--- config.mk ---
export PLATFORM = sky130hd
export DESIGN_NAME = attack_hit_resolver
export DESIGN_NICKNAME = d
export VERILOG_FILES = /design/src/rtl/boxhead_pkg.sv /design/src/rtl/frame_tick_gen.sv /design/src/rtl/attack_hit_resolver.sv
export SDC_FILE = /design/constraint.sdc
export NUM_CORES = 1
export LEC_CHECK = 0
export BUFFER_PORTS_ARGS = -buffer_cell sky130_fd_sc_hd__buf_2
export CAP_MARGIN = 0
export CELL_PAD_IN_SITES_DETAIL_PLACEMENT = 0
export CELL_PAD_IN_SITES_GLOBAL_PLACEMENT = 1
export CORE_MARGIN = 4
export CORE_UTILIZATION = 40
export CTS_CLUSTER_SIZE = 25
export DETAILED_ROUTE_END_ITERATION = 12
export PLACE_DENSITY = 0.89
export SLEW_MARGIN = 40
export SYNTH_ARGS = -nofsm -noshare
export SYNTH_HDL_FRONTEND = slang
export SYNTH_SLANG_ARGS = --single-unit
--- constraint.sdc ---
create_clock -name Clk -period 2.5 [get_ports Clk]
set_input_delay 0.125 -clock Clk [delete_from_list [all_inputs] [get_ports Clk]]
set_output_delay 0.125 -clock Clk [all_outputs]
set_load 0.02 [all_outputs]
--- src/rtl/boxhead_pkg.sv ---
// Shared types and constants for the boxhead sprite/combat blocks.
// Attack box size is shared with the attack hitbox generator.
package boxhead_pkg;

  typedef enum logic [1:0] {ALIVE, HIT, DYING, DEAD} enemy_state_t;

  localparam logic [9:0] ATK_W = 10'd16;
  localparam logic [9:0] ATK_H = 10'd16;
  localparam int FRAME_CNT_W = 6;

  localparam logic [FRAME_CNT_W-1:0] FRAME_CNT_ONE = {{(FRAME_CNT_W-1){1'b0}}, 1'b1};

  // A window of 0 frames behaves like 1 frame, so both load a count of 0.
  function automatic logic [FRAME_CNT_W-1:0] frames_to_load(input logic [FRAME_CNT_W-1:0] frames);
    logic [FRAME_CNT_W-1:0] load;
    if (frames == '0) begin
      load = '0;
    end else begin
      load = frames - FRAME_CNT_ONE;
    end
    return load;
  endfunction

  // Strict 1-D span overlap in 11 bits so far edges near 1023 never wrap.
  function automatic logic span_overlap(input logic [9:0] a_pos, input logic [9:0] a_len,
                                        input logic [9:0] b_pos, input logic [9:0] b_len);
    logic [10:0] a_end;
    logic [10:0] b_end;
    a_end = {1'b0, a_pos} + {1'b0, a_len};
    b_end = {1'b0, b_pos} + {1'b0, b_len};
    return ({1'b0, a_pos} < b_end) && ({1'b0, b_pos} < a_end);
  endfunction

endpackage

--- src/rtl/frame_tick_gen.sv ---
// Turns the level frame clock into a one-Clk tick on its rising edge.
module frame_tick_gen (
  input  logic Clk,
  input  logic Reset_n,
  input  logic frame_clk,
  output logic tick
);

  logic frame_prev;

  always_ff @(posedge Clk or negedge Reset_n) begin
    if (!Reset_n) begin
      frame_prev <= 1'b0;
    end else begin
      frame_prev <= frame_clk;
    end
  end

  assign tick = frame_clk & ~frame_prev;

endmodule

--- src/rtl/attack_hit_resolver.sv ---
// Per-enemy hit resolution and hit/death/respawn sequencing, paced by frame ticks.
// Define ATTACK_HIT_KILLCOUNT_EN to add the saturating Kill_Count output.
module attack_hit_resolver
  import boxhead_pkg::*;
#(
  parameter logic [9:0]             ENEMY_W        = 10'd32,
  parameter logic [9:0]             ENEMY_H        = 10'd32,
  parameter logic [3:0]             MAX_HP         = 4'd5,
  parameter logic [3:0]             DAMAGE         = 4'd1,
  parameter logic [FRAME_CNT_W-1:0] HIT_FRAMES     = 6'd8,
  parameter logic [FRAME_CNT_W-1:0] DIE_FRAMES     = 6'd16,
  parameter logic [FRAME_CNT_W-1:0] RESPAWN_FRAMES = 6'd60
) (
  input  logic       Clk,
  input  logic       Reset_n,
  input  logic       frame_clk,
  input  logic       Atk_On,
  input  logic [9:0] Atk_X,
  input  logic [9:0] Atk_Y,
  input  logic [9:0] Enemy_X,
  input  logic [9:0] Enemy_Y,
  output logic [3:0] Enemy_Hp,
  output logic       Enemy_Alive,
  output logic       Hit_Flash,
  output logic       Kill_Pulse
`ifdef ATTACK_HIT_KILLCOUNT_EN
  ,
  output logic [7:0] Kill_Count
`endif
);

  localparam logic [FRAME_CNT_W-1:0] HIT_LOAD     = frames_to_load(HIT_FRAMES);
  localparam logic [FRAME_CNT_W-1:0] DIE_LOAD     = frames_to_load(DIE_FRAMES);
  localparam logic [FRAME_CNT_W-1:0] RESPAWN_LOAD = frames_to_load(RESPAWN_FRAMES);

  enemy_state_t           state;
  enemy_state_t           state_next;
  logic [3:0]             hp_next;
  logic [FRAME_CNT_W-1:0] cnt;
  logic [FRAME_CNT_W-1:0] cnt_next;
  logic                   tick;
  logic                   overlap;
  logic                   hit_now;
  logic                   kill_event;
  logic                   alive_next;
  logic                   flash_next;

  frame_tick_gen u_tick (
    .Clk       (Clk),
    .Reset_n   (Reset_n),
    .frame_clk (frame_clk),
    .tick      (tick)
  );

  assign overlap = span_overlap(Atk_X, ATK_W, Enemy_X, ENEMY_W) &&
                   span_overlap(Atk_Y, ATK_H, Enemy_Y, ENEMY_H);

  // Only a fresh hit in ALIVE counts; HIT/DYING/DEAD shrug off the attack box.
  assign hit_now = tick & Atk_On & overlap & (state == ALIVE);

  always_ff @(posedge Clk or negedge Reset_n) begin
    if (!Reset_n) begin
      state       <= ALIVE;
      Enemy_Hp    <= MAX_HP;
      cnt         <= '0;
      Enemy_Alive <= 1'b1;
      Hit_Flash   <= 1'b0;
      Kill_Pulse  <= 1'b0;
    end else begin
      state       <= state_next;
      Enemy_Hp    <= hp_next;
      cnt         <= cnt_next;
      Enemy_Alive <= alive_next;
      Hit_Flash   <= flash_next;
      Kill_Pulse  <= kill_event;
    end
  end

  always_comb begin
    state_next = state;
    hp_next    = Enemy_Hp;
    cnt_next   = cnt;
    kill_event = 1'b0;
    if (tick) begin
      case (state)
        ALIVE: begin
          if (hit_now) begin
            if (DAMAGE >= Enemy_Hp) begin
              hp_next = 4'd0;
            end else begin
              hp_next = Enemy_Hp - DAMAGE;
            end
            if (hp_next == 4'd0) begin
              state_next = DYING;
              cnt_next   = DIE_LOAD;
            end else begin
              state_next = HIT;
              cnt_next   = HIT_LOAD;
            end
          end
        end
        HIT: begin
          if (cnt == '0) begin
            state_next = ALIVE;
          end else begin
            cnt_next = cnt - FRAME_CNT_ONE;
          end
        end
        DYING: begin
          if (cnt == '0) begin
            state_next = DEAD;
            cnt_next   = RESPAWN_LOAD;
            kill_event = 1'b1;
          end else begin
            cnt_next = cnt - FRAME_CNT_ONE;
          end
        end
        DEAD: begin
          if (cnt == '0) begin
            state_next = ALIVE;
            hp_next    = MAX_HP;
          end else begin
            cnt_next = cnt - FRAME_CNT_ONE;
          end
        end
        default: begin
          state_next = ALIVE;
        end
      endcase
    end
  end

  // Output flags follow the next state so they land together with it.
  always_comb begin
    alive_next = (state_next == ALIVE) || (state_next == HIT);
    flash_next = (state_next == HIT);
  end

`ifdef ATTACK_HIT_KILLCOUNT_EN
  always_ff @(posedge Clk or negedge Reset_n) begin
    if (!Reset_n) begin
      Kill_Count <= 8'd0;
    end else if (Kill_Pulse && (Kill_Count != 8'hFF)) begin
      Kill_Count <= Kill_Count + 8'd1;
    end
  end
`endif

endmodule

# After elaboration in Yosys (flattened, before gate mapping)
# Index checks and enable logic that the tools add are counted.
totals:
  reg_bits: 16
  inputBits: 44
  output_inout_bits: 7
  word_cells: 63
classes:
  add_sub_neg: 6
  n_lt_le_gt_ge: 5
  n_eq_ne: 7
  n_mux: 21
  bitwise_logic: 5
  reduce_logical: 12
ops:
  columns: ["op", "n"]
  rows:
  - ["< comparator 10 x 11 -> 1 bit", 4]
  - ["two-way mux 4 bit", 7]
  - ["adder 10 x 5 -> 11 bit (second input constant)", 2]
  - ["adder 10 x 6 -> 11 bit (second input constant)", 2]
  - ["two-way mux 6 bit", 3]
  - ["one-hot mux 6 bit (3 select lines)", 1]
  - ["two-way mux 2 bit", 5]
  - ["one-hot mux 4 bit (2 select lines)", 1]
  - ["logical NOT 6 bit", 1]
  - ["!= test 2 bit (second input constant)", 3]
  - ["one-hot mux 2 bit (3 select lines)", 1]
  - ["subtractor 6 x 1 -> 6 bit (second input constant)", 1]
  - ["bitwise AND 1 bit", 4]
  - ["== test 2 x 1 -> 1 bit (second input constant)", 2]
  - ["== test 2 bit (second input constant)", 2]
  - [">= comparator 1 x 4 -> 1 bit (first input constant)", 1]
  - ["logical NOT 2 bit", 2]
  - ["logical NOT 4 bit", 1]
  - ["AND reduction 4 bit", 1]
  - ["subtractor 4 x 1 -> 4 bit (second input constant)", 1]
  - ["logical AND 1 bit", 3]
  - ["two-way mux 1 bit", 3]
  - ["AND reduction 3 bit", 1]
  - ["nonzero test 2 bit", 1]
  - ["3 further kinds", 3]

# Depth between registers and ports, before layout
logic_depth:
  ltp_word: 16
  mapped_depth: 11
  ltp_nobuf: 11

# Modules after synthesis
# A second synthesis with hierarchy kept.
hier_totals:
  hier_cells: 247
  area_unflattened_um2: 2063.2
modules_own_cells:
  columns: ["module", "n_inst", "cells_each", "area_each_um2", "seq_area_each_um2"]
  rows:
  - ["attack_hit_resolver", 1, 245, 2024.4, 379.1]
  - ["frame_tick_gen", 1, 2, 38.8, 25.0]

# Least setup slack after synthesis
# OpenSTA, ideal clock, no wires.
synth_timing:
  kind: "input-to-reg"
  from: "input Atk_X[4]"
  to: "register cnt[2]"
  setup_time_ps: 126
  arrival_time_ps: 2116
  required_time_ps: 2374
  path_slack_ps: 257
  path_stages: 9
  path_buffers: 0
  cell_sequence: "ha_1 -> xnor2_1 -> ha_1 -> nand4b_1 -> o311a_1 -> o2111ai_2 -> nor3_2 -> or2_1 -> a221o_1"
synth_via:
  elab_chain_len: 8
  word_cells_on_any_way: 9
  cone_classes: "1 x add/sub; 2 x order compare; 1 x eq/ne; 2 x bitwise; 3 x reduce/logical"
synth_lines:
  columns: ["element", "line", "text"]
  rows:
  - ["from (decl)", "attack_hit_resolver.sv:18", "input logic [9:0] Atk_X,"]
  - ["adder 10 x 5 -> 11 bit", "boxhead_pkg.sv:29", "a_end = {1'b0, a_pos} + {1'b0, a_len};"]
  - ["< comparator 10 x 11 -> 1 bit", "boxhead_pkg.sv:31", "return ({1'b0, a_pos} < b_end) && ({1'b0, b_pos} < a_end);"]
  - ["logical AND 1 bit (*)", "boxhead_pkg.sv:31", null]
  - ["logical AND 1 bit (*)", "attack_hit_resolver.sv:55", "assign overlap = span_overlap(Atk_X, ATK_W, Enemy_X, ENEMY_W) &&"]
  - ["bitwise AND 1 bit (*) (2 in a row)", "attack_hit_resolver.sv:59", "assign hit_now = tick & Atk_On & overlap & (state == ALIVE);"]
  - ["!= test 2 bit (no line) (*)", null, null]
  - ["AND reduction 3 bit (no line) (*)", null, null]
  - ["to (signal assigned)", "attack_hit_resolver.sv:72", "cnt <= cnt_next;"]
  - ["to (decl)", "attack_hit_resolver.sv:39", "logic [FRAME_CNT_W-1:0] cnt;"]
# Mark *: on every way between the ends. The rest lies on a longest branch, timed or not.
# A chain may end at the register's enable or synchronous reset.

# Worst setup path after layout
layout_timing:
  from: "input Atk_X[5]"
  to: "register cnt[2]"
# Same word-level chain as after synthesis.

==> run summary <==
Num Clock Sinks - 16
GRT met3 Usage - 2.15%
Initial core utilization - 42.0%
Synth Area in Compound Gates - 20.4%
Hold buffer count at cts - 1
Max Cap Viol - 0
Crit Reg-Reg Endpoint - state[0]
Drt wl/cell - 12.4 microns
Slew Limit Headroom - 66.7%
Worst Setup Slack, final - 0.294 ns
Synth top area cells - ha_1 (27%), dfrtp_1 (16%), inv_1 (4.6%)
EDFF count, synth - 0
Hold/Removal Path Class - input port to flip-flop
Final Slew Violations - 0
GRT busiest layer - met2
Share of cells above drive strength 1 - 22.1%
Simple-Gate Fraction of Synth Area - 20.0%
TritonCTS clock tree - done
Die area - 6260 sq um
Rows - 25
Final Cell Area - 2470 sq um
Status - finished clean
Core area - 4820 sq um
Net Count, Synth - 330
Final min period - 2.21 ns
Max VDD drop - 0.352 mV
Most instantiated cells after synthesis - ha_1 (43), inv_1 (25), nor2_1 (16)
Clock transition at the registers of the reported paths - 0.07 ns
Sequential fraction of the synthesis area - 20.0%
Via density - 5.20
Ys async rst share - 100%
Fmax - 453 MHz
Antenna diodes - 0
CP Launch Type - input port
Crit Path Class - input port to flip-flop
Cells after Synth - 243
Drt first pass iters - 4
Hold_ws - 0.00760 ns
Critical Path RT - 2.64 ns
Detailed Place HPWL - 3.93 mm
Most frequent cell after synthesis - ha_1
Post-CTS Setup Inserts - 0
Hold-critical path endpoint - u_tick.frame_prev
DIE WIDTH - 79.1 microns
Number of H-tree levels - 1
Maximum fanout along the worst path - 4
Global-route usage over all layers - 15.2%
Vias in the first global route - 1,884
First-pass GRT wire length - 7.85 mm
Slew @ Worst Pin - 0.498 ns
Top_reg_cell synth - dfrtp_1
Final Net Count - 391
Static leakage - 1.24 nW
Total negative slack - 0 ns
Port bufs - 50
Vias after detailed routing - 1,924
Power density cells - 548 nW/um^2
CTS buffer count - 3
FF+latch count, synth - 16
Yosys warnings - 0
Die height - 79.1 microns
Adder-cell share of the synthesized area - 26.6%
Area delta synth->final - 22.0%
Final ANT Viol Nets - 0
Total Wirelength - 4.59 mm
Met2 Usage GRT - 26.5%
Setup violators final - 0
Clk_skew - 0.00480 ns
Worst slack, placed - 0.0210 ns
I/O Pins - 51
Worst R2R Start - Enemy_Hp[0]
Fin crit share - 88.2%
Mapped Area - 2020 sq um
GP Congestion - 0.887
Hold depth - 1
CP arrival - 2.35 ns
Worst Reg-to-Reg Cells - 8
Worst-Skew Late Latency - 0.25 ns
Met1 global-route usage - 19.2%
Clk buf depth - 2
Largest family of logic cells by synthesized area - adder cells
Multiplexer share of the synthesized area - 1.49%
Yosys top cell by area - ha_1
RSZ-0062 raised after global routing - false
CTS resizes - 0
Initial antenna violation count - 0
Root buf cell - clkbuf_8
Post-synthesis area per instance - 8.32 sq um
Grt total ovfl - 0
Initial DRC Count - 83
DRC - 0
Largest net degree at the start of global routing - 17
Synth top area share - 26.6%
Hold path startpoint - frame_clk
Final Hold Viols - 0
Unique masters post-synth - 46
Synth Area in XOR/XNOR - 6.50%
Area post-placement - 2400 sq um
Total power - 0.00135 W
Crit. End Element - flip-flop
Flop-to-flop setup slack - 0.51 ns
area by class of cell:
class,instances,area (sq um)
clock buffer,4,55.1
fill,468,2350
inverter,25,93.8
multi-input combinational,200,1520
sequential,16,404
tap,67,83.8
timing repair buffer,58,313
cells by family after synthesis:
| family | after synthesis |
|---|---|
| compound gates | 60 |
| fa+ha+maj | 43 |
| mux | 3 |
| buf+inv | 27 |
| flops | 16 |
| simple gates | 79 |
| xor+xnor | 15 |
cell usage in the layout (no fill, tap or decap), types with 5 or more instances in the layout:
master / n
a21oi_1: 12
buf_2: 50
buf_4: 7
dfrtp_1: 13
ha_1: 43
inv_1: 25
nand2_1: 15
nand3_1: 12
nor2_1: 16
nor2b_1: 5
nor3_1: 9
o211ai_1: 8
o21ai_0: 13
xnor2_1: 7
xor2_1: 8
power breakdown:
part / total [W] / switching (W) / leakage, nW / internal, W
Sequential: 0.000449 / 0.0000894 / 0.186 / 0.000360
Clock: 0.000231 / 0.0000908 / 0.0288 / 0.000140
Combinational: 0.000671 / 0.000371 / 1.03 / 0.000300
Total: 0.00135 / 0.000551 / 1.24 / 0.000800
routing by layer:
metal,vias up,routed length (microns)
li1,1006,-
met1,876,2190
met2,36,2170
met3,6,173
met4,0,59
met5,-,0
stage by stage:
step / cells / utilization, %
finish: 370 / 51.2
global route: 370 / 51.2
detailed placement: 365 / 49.8
global placement: 365 / 49.8
CTS: 370 / 51.2
floorplan: 243 / -
critical path: stages:
cell	delay, ns
buf_2	0.12
ha_1	0.21
xnor2_1	0.14
ha_1	0.32
nand4b_1	0.12
o311a_1	0.38
o2111ai_2	0.25
nor3_2	0.10
or2_1	0.28
a221o_1	0.31
state kept, by name, summed over array words and instances, names as in the netlist:
| name | cells |
|---|---|
| cnt | 6 |
| Enemy_Hp | 4 |
| state | 2 |
| Enemy_Alive | 1 |
| Hit_Flash | 1 |
| Kill_Pulse | 1 |
| u_tick.frame_prev | 1 |
worst max path at each step:
| stage | start | to | slack, ns | depth (start not counted) |
|---|---|---|---|---|
| 2_1_floorplan | Atk_X[4] | cnt[2] | 0.26 | 9 |
| 3_5_place_dp | Atk_X[5] | cnt[2] | 0.02 | 10 |
| 5_1_grt | Enemy_X[7] | Enemy_Hp[3] | 0.12 | 11 |
| 4_1_cts | Atk_X[5] | cnt[2] | 0.29 | 10 |
| 3_3_place_gp | Enemy_Y[5] | cnt[2] | 0.07 | 10 |
| 6_report | Atk_X[5] | cnt[2] | 0.29 | 10 |
No activity file was read; power rests on OpenSTA's default activity.
